--- src/rtl/systolic_array_row_serializer.sv ---
// Row serializer for a systolic array output edge.
// Buffers up to `depth` parallel rows of `array_dim` elements and emits them
// one element per cycle over a valid/ready stream, element 0 first.
// out_last marks the final element of each row, which is the point where the
// head row retires and frees its slot.

module systolic_array_row_serializer #(
   parameter int array_dim = 4,
   parameter int data_w    = 16,
   parameter int depth     = 2
) (
   input  logic                          clk,
   input  logic                          rst,
   input  logic                          flush,
   input  logic                          in_valid,
   output logic                          in_ready,
   input  logic [data_w*array_dim-1:0]   in_row,
   output logic                          out_valid,
   input  logic                          out_ready,
   output logic [data_w-1:0]             out_value,
   output logic                          out_last,
   output logic [$clog2(depth):0]        row_count
);

   localparam int ptr_w = $clog2(depth);
   localparam int cnt_w = ptr_w + 1;
   localparam int idx_w = (array_dim > 1) ? $clog2(array_dim) : 1;

   localparam logic [cnt_w-1:0] depth_c  = cnt_w'(depth);
   localparam logic [idx_w-1:0] last_idx = idx_w'(array_dim - 1);

   // Row storage, one entry per buffered row, split into elements.
   logic [data_w-1:0] row_mem [depth][array_dim];

   logic [ptr_w-1:0] wr_ptr;
   logic [ptr_w-1:0] rd_ptr;
   logic [idx_w-1:0] elem_idx;

   logic accept;
   logic xfer;
   logic retire;

   // Handshake decode; flush suppresses both sides so its clear always wins.
   assign accept = in_valid && in_ready && !flush;
   assign xfer   = out_valid && out_ready && !flush;
   assign retire = xfer && out_last;

   // Output decode from registered state only, so in_ready never depends on out_ready.
   always_comb begin
      // NOTE: every output gets a default before any condition so no latch is inferred.
      in_ready  = (row_count < depth_c);
      out_valid = (row_count != '0);
      out_value = '0;
      out_last  = 1'b0;
      if (row_count != '0) begin
         out_value = row_mem[rd_ptr][elem_idx];
         out_last  = (elem_idx == last_idx);
      end
   end

   // Capture an accepted row into the slot at the write pointer.
   // NOTE: the data array carries no reset; validity is tracked by row_count, so stale contents are never observed.
   always_ff @(posedge clk) begin
      if (accept) begin
         for (int k = 0; k < array_dim; k++) begin
            row_mem[wr_ptr][k] <= in_row[k*data_w +: data_w];
         end
      end
   end

   // Pointer, element index and occupancy bookkeeping.
   // NOTE: state registers use non-blocking assignments so every flop samples pre-edge values.
   always_ff @(posedge clk or posedge rst) begin
      if (rst) begin
         wr_ptr    <= '0;
         rd_ptr    <= '0;
         elem_idx  <= '0;
         row_count <= '0;
      end else if (flush) begin
         wr_ptr    <= '0;
         rd_ptr    <= '0;
         elem_idx  <= '0;
         row_count <= '0;
      end else begin
         // depth is a power of two, so natural pointer overflow is the modulo wrap.
         if (accept) begin
            wr_ptr <= wr_ptr + 1'b1;
         end
         if (retire) begin
            rd_ptr <= rd_ptr + 1'b1;
         end
         if (xfer) begin
            if (elem_idx == last_idx) begin
               elem_idx <= '0;
            end else begin
               elem_idx <= elem_idx + 1'b1;
            end
         end
         case ({accept, retire})
            2'b10:   row_count <= row_count + 1'b1;
            2'b01:   row_count <= row_count - 1'b1;
            default: row_count <= row_count;
         endcase
      end
   end

endmodule

--- config.mk ---
export PLATFORM = sky130hd
export DESIGN_NAME = systolic_array_row_serializer
export DESIGN_NICKNAME = d
export VERILOG_FILES = /design/src/rtl/systolic_array_row_serializer.sv
export SDC_FILE = /design/constraint.sdc
export NUM_CORES = 1
export LEC_CHECK = 0
export ABC_AREA = 1
export BUFFER_PORTS_ARGS = -buffer_cell sky130_fd_sc_hd__buf_2
export CAP_MARGIN = 40
export CORE_MARGIN = 8
export CORE_UTILIZATION = 56
export CTS_CLUSTER_SIZE = 8
export DETAILED_ROUTE_END_ITERATION = 7
export GPL_TIMING_DRIVEN = 0
export PLACE_DENSITY = 0.79
export SETUP_SLACK_MARGIN = 0.05
export SLEW_MARGIN = 20
export SYNTH_ARGS = -nofsm -noshare
export SYNTH_HDL_FRONTEND = slang
export SYNTH_SLANG_ARGS = --single-unit
--- constraint.sdc ---
create_clock -name clk -period 5.4 [get_ports clk]
set_input_delay 0.54 -clock clk [delete_from_list [all_inputs] [get_ports clk]]
set_output_delay 0.54 -clock clk [all_outputs]
set_load 0.02 [all_outputs]
## Word level (Yosys, flattened, before mapping)

Memory sizes are Yosys's and may differ from the RTL's.
Cells that the tools add are included.

- Add/subtract/negate cells: 5
- Order comparisons: 2
- Equal/unequal tests: 3
- Muxes and demuxes: 16
- Bitwise operators: 1
- Reductions and logical operators: 11

Operators by type and width:

| operator | number |
|---|---|
| $mux W16 | 3 |
| $bmux W16 S2 | 1 |
| $mux W2 | 4 |
| $reduce_bool A2 Y1 | 4 |
| $mux W1 | 7 |
| $logic_and A1 B1 Y1 | 5 |
| $add A2 B1 Y2 const B | 2 |
| $eq A2 B2 Y1 const B | 2 |
| $pmux W2 S2 | 1 |
| $ge A3 B3 Y1 const B | 1 |
| $not A2 Y3 | 1 |
| $reduce_bool A3 Y1 | 1 |
| $add A1 B1 Y1 const B | 2 |
| $eq A2 B1 Y1 const B | 1 |
| $lt A2 B2 Y1 const B | 1 |
| $sub A2 B1 Y2 const B | 1 |
| $logic_not A1 Y1 | 1 |

- Bits in registers: 6
- Bits in writable memories: 128
- Output and inout bits: 21
- Word-level logic and storage cells: 43
- Memories: 1

Memories:

| name | depth | bits a word | rd ports | clocked after memory_dff | write ports | line | source |
|---|---|---|---|---|---|---|---|
| row_mem | 2 | 64 | 1 | 0 | 1 | 33 | `logic [data_w-1:0] row_mem [depth][array_dim];` |

## Depth between registers and ports, before layout

- Depth after elaboration: 7
- Mapped depth: 8
- Mapped depth without buffers: 8

## Worst setup path before layout

OpenSTA, ideal clock, no wires.

- Path kind: register -> register
- From: register row_count[1]
- To: memory row_mem[0][0] in the netlist's numbering (enable)
- Setup time: 0.486 ns
- Data arrival time: 3.678 ns
- Data required time: 4.914 ns
- Setup slack: 1.236 ns
- Cell stages (with the launch flop): 6
- Path buffers: 0
- Clock period less this slack: 4.164 ns
- Cells stage by stage: dfrtp_1 inv_1 nand2_1 nor2_1 inv_1 nor2_1

- Cells in the longest elaborated chain, start to end: 5

RTL lines:

| what | line | source |
|---|---|---|
| start: declaration | 22 | `output logic [$clog2(depth):0] row_count` |
| start signal: assignment | 100 | `2'b10: row_count <= row_count + 1'b1;` |
| start signal: assignment | 101 | `2'b01: row_count <= row_count - 1'b1;` |
| start signal: assignment | 102 | `default: row_count <= row_count;` |
| $lt A2 B2 Y1 | 51 | `in_ready = (row_count < depth_c);` |
| via in_ready | 16 | `output logic in_ready,` |
| $logic_and A1 B1 Y1 (2 in a row) | 44 | `assign accept = in_valid && in_ready && !flush;` |
| $mux W1 | 64 | `if (accept) begin` |
| $mux W1 (implied by the code) | 66 | `row_mem[wr_ptr][k] <= in_row[k*data_w +: data_w];` |
| end: declaration | 33 |  |

The timed path passes the listed nets, and every way through them passes these cells.

## Final worst setup path

- From: register rd_ptr
- To: output port out_value[10]

- Cells in the longest elaborated chain, start to end: 5

RTL lines:

| what | line | source |
|---|---|---|
| start: declaration | 36 | `logic [ptr_w-1:0] rd_ptr;` |
| start signal: assignment | 90 | `rd_ptr <= rd_ptr + 1'b1;` |
| $mem_v2 Z2 W64 | -- |  |
| $bmux W16 S2 | 56 | `out_value = row_mem[rd_ptr][elem_idx];` |
| $mux W16 (implied by the code) (2 in a row) | 56 |  |
| $mux W16 | 55 | `if (row_count != '0) begin` |
| end: declaration | 20 | `output logic [data_w-1:0] out_value,` |

Every way passes these cells. The select of a mux whose other input is x is not followed.

==> results.md <==
- # diodes: 0
- DRT iter0 DRCs: 365
- CTS buffer count: 17
- Number of global-route vias before repair: 4057
- Min Clock Period, post-route: 2.88 ns
- Synthesized Nets: 530
- Critical path fanouts, max: 10
- Core ar.: 9590 µm²
- Worst setup EP type: output port
- Initial antenna violation count: 0
- VDD IR-drop max: 0.238 mV
- Synthesized area: 5420 µm²
- Drc violations: 0
- Worst Skew: 0.00693 ns
- Worst setup path class: reg -> out
- Share of cells above drive strength 1: 24.4%
- Post-Place Cell Area: 6140 µm²
- Slew HR: 48.7%
- GRT Resource Usage Total: 21.4%
- Layout Nets: 643
- PostCTS Resize Cnt: 0
- Status: completed
- Clk_lat worst skew: 0.52 ns
- Vias per std cell: 5.46
- I/O pin count: 90
- Clk root buf: clkbuf_8
- Crit start category: flip-flop
- Grt total ovfl: 0
- Critical Path, Cell by Cell: inv_2 -> clkbuf_1 -> o21ai_0 -> nand3_1 -> nand2_1 -> nor2_1 -> buf_2
- Die ar.: 13100 µm²
- Worst Path Arrival: 2.34 ns
- Fin. Hold Viols: 0
- Final non-filler cell total: 719
- Die span in y: 114 µm
- Total Wirelength: 13400 µm
- Endpoints failing setup: 0
- Register area share after synthesis: 73.7%
- Via Count: 3924
- Achievable Freq: 347 MHz
- # rows: 36
- Pre-CTS setup slack: 3.09 ns
- HP Class: in -> reg
- Worst R2R Path Depth: 6
- Total power: 0.00294 W
- CTS tree: built
- Post-DP HPWL: 9320 µm
- Pins Over Slew Limit: 0
- Crit-path slowest cell: dfrtp_1
- Placed cells: 686
- PwrDens: 438 nW/µm²
- Yosys reg bits: 134
- Register clock-pin slew on the reported worst setup and hold paths: 0.06 ns
- DR pass1 iterations: 5
- Die W: 114 µm
- Routed len/inst: 18.6 µm
- Crit share post-route: 53.4%
- Static Leakage: 2.57 nW
- GPL Wtd Cong: 0.905
- Buffer and inverter count on the worst path: 3
- Number of max-cap violations: 0
- Initial core utilization: 56.5%
- Layout area overhead: 23.7%
- Top post-synthesis cells by area: edfxtp_1 (71%), nor2_1 (10%), o21ai_0 (4.5%)
- H-tree levels: 4
- Final Cell Area: 6710 µm²
- Slew @ Worst Pin: 0.768 ns
- Top delay family on crit path: buffers and inverters
- Worst hold path depth: 1
- YS warnings: 0
- CP max stage delay: 0.41 ns
- Largest net degree at the start of global routing: 27
- Setup ws final: 2.52 ns
- Total setup buffers inserted after CTS: 0
- Yosys top cell by area: edfxtp_1
- Avg Cell Area, Syn: 11.8 µm²
- DRT antenna net count: 0
- Clock buffer depth: 2
- Worst Path Required: 4.86 ns
- Cell count along the critical path: 7
- Port Buf Inserts: 89
- Clock tree sinks: 134
- Count of different cell masters after synthesis: 17
- Unrepaired setup endpoints after global routing: false
- Post-Synthesis Cells: 460
- Yosys top cell area share: 70.9%
- Global-route wire length before repair: 20800 µm
[cells by family (layout without fill, tap and decap cells)]
kind of cell	Yosys count	count (layout)	synth area share (%)
adder cells (fa/ha/maj)	1	1	0.231
AO/OA/AOI/OAI	87	87	8.12
flip-flops	134	134	73.7
buffers and inverters	36	162	3.42
AND/OR/NAND/NOR	202	202	14.6
[power by group]
group	switching, W	internal [W]	total (W)
sequential	0.0000296	0.00124	0.00127
clock	0.000414	0.000650	0.00106
combinational	0.000420	0.000190	0.000610
[flip-flops by register name (all words and copies together), names as in the netlist]
signal     cells
row_mem      128
elem_idx       2
row_count      2
rd_ptr         1
wr_ptr         1
[synthesized netlist by cell type]
master and n:
buf_2 9, buf_6 5, clkbuf_1 11, clkbuf_2 1, dfrtp_1 6, edfxtp_1 128, ha_1 1, inv_1 8
inv_2 2, nand2_1 28, nand3_1 23, nand4_1 1, nor2_1 150, o21ai_0 49, o21ai_1 36, o21bai_1 1
o31ai_1 1
[metal layers]
metal  up-vias  track usage [%]  part of all wire, %
li1       1839                -                    -
met1      1861             25.3                   39
met2       199             36.0                   50
met3        25             6.38                  8.7
met4         0             8.34                  2.0
met5         -                0                    0
[cell type report]
cell class                 instances  area [µm²]
buffer                            26         148
clock buffer                      18         418
clock inverter                    14         136
fill                             664        2890
inverter                          10        37.5
multi-input combinational        290        1260
sequential                       134        3990
tap                              133         166
timing repair buffer              94         551
[worst paths after layout]
check | start | endpoint | slack (ns)
worst max register to register | row_count[1]$_DFFE_PP0P_ | row_mem[0][11]$_DFFE_PP_ | 3.29
worst min register to register | wr_ptr$_DFFE_PP0P_ | wr_ptr$_DFFE_PP0P_ | 0.59
worst min-delay path | in_row[63] | row_mem[1][15]$_DFFE_PP_ | 0.21
min in group asynchronous | rst | row_count[0]$_DFFE_PP0P_ | 0.51
worst max-delay path | rd_ptr$_DFFE_PP0P_ | out_value[10] | 2.52
max in group asynchronous | rst | elem_idx[0]$_DFFE_PP0P_ | 4.68
[worst reg2reg max path: stages (launching register included)]
cell	delay [ns]
dfrtp_1	0.43
inv_1	0.09
nand2_1	0.06
nor2_1	0.16
inv_1	0.16
nor2_4	0.62
buf_12	0.27
[layout by cell type (no fill, tap or decap), drive strengths merged]
master / n
nand3: 23
inv: 10
o21ai: 85
edfxtp: 128
o31ai: 1
clkbuf: 30
dlygate4sd3: 1
nand4: 1
nand2: 28
dfrtp: 6
clkinvlp: 5
buf: 107
o21bai: 1
nor2: 150
bufinv: 2
clkinv: 7
ha: 1
[through the flow]
stage               TNS [ns]  hold slack, ns  util [%]
finish                     0           0.206      69.9
global route               0           0.191      69.9
CTS                        0           0.193      69.9
detailed placement         0           0.472      64.0
global placement       -8.51           0.463      62.9
floorplan                  0           0.331         -
[timing repair]
action,4_1_cts,5_1_grt
hold buffers,1,0
setup endpoints to repair,0,0
endpoints found under the hold margin,6,0
Note: power is estimated with default switching activity, not from simulation.
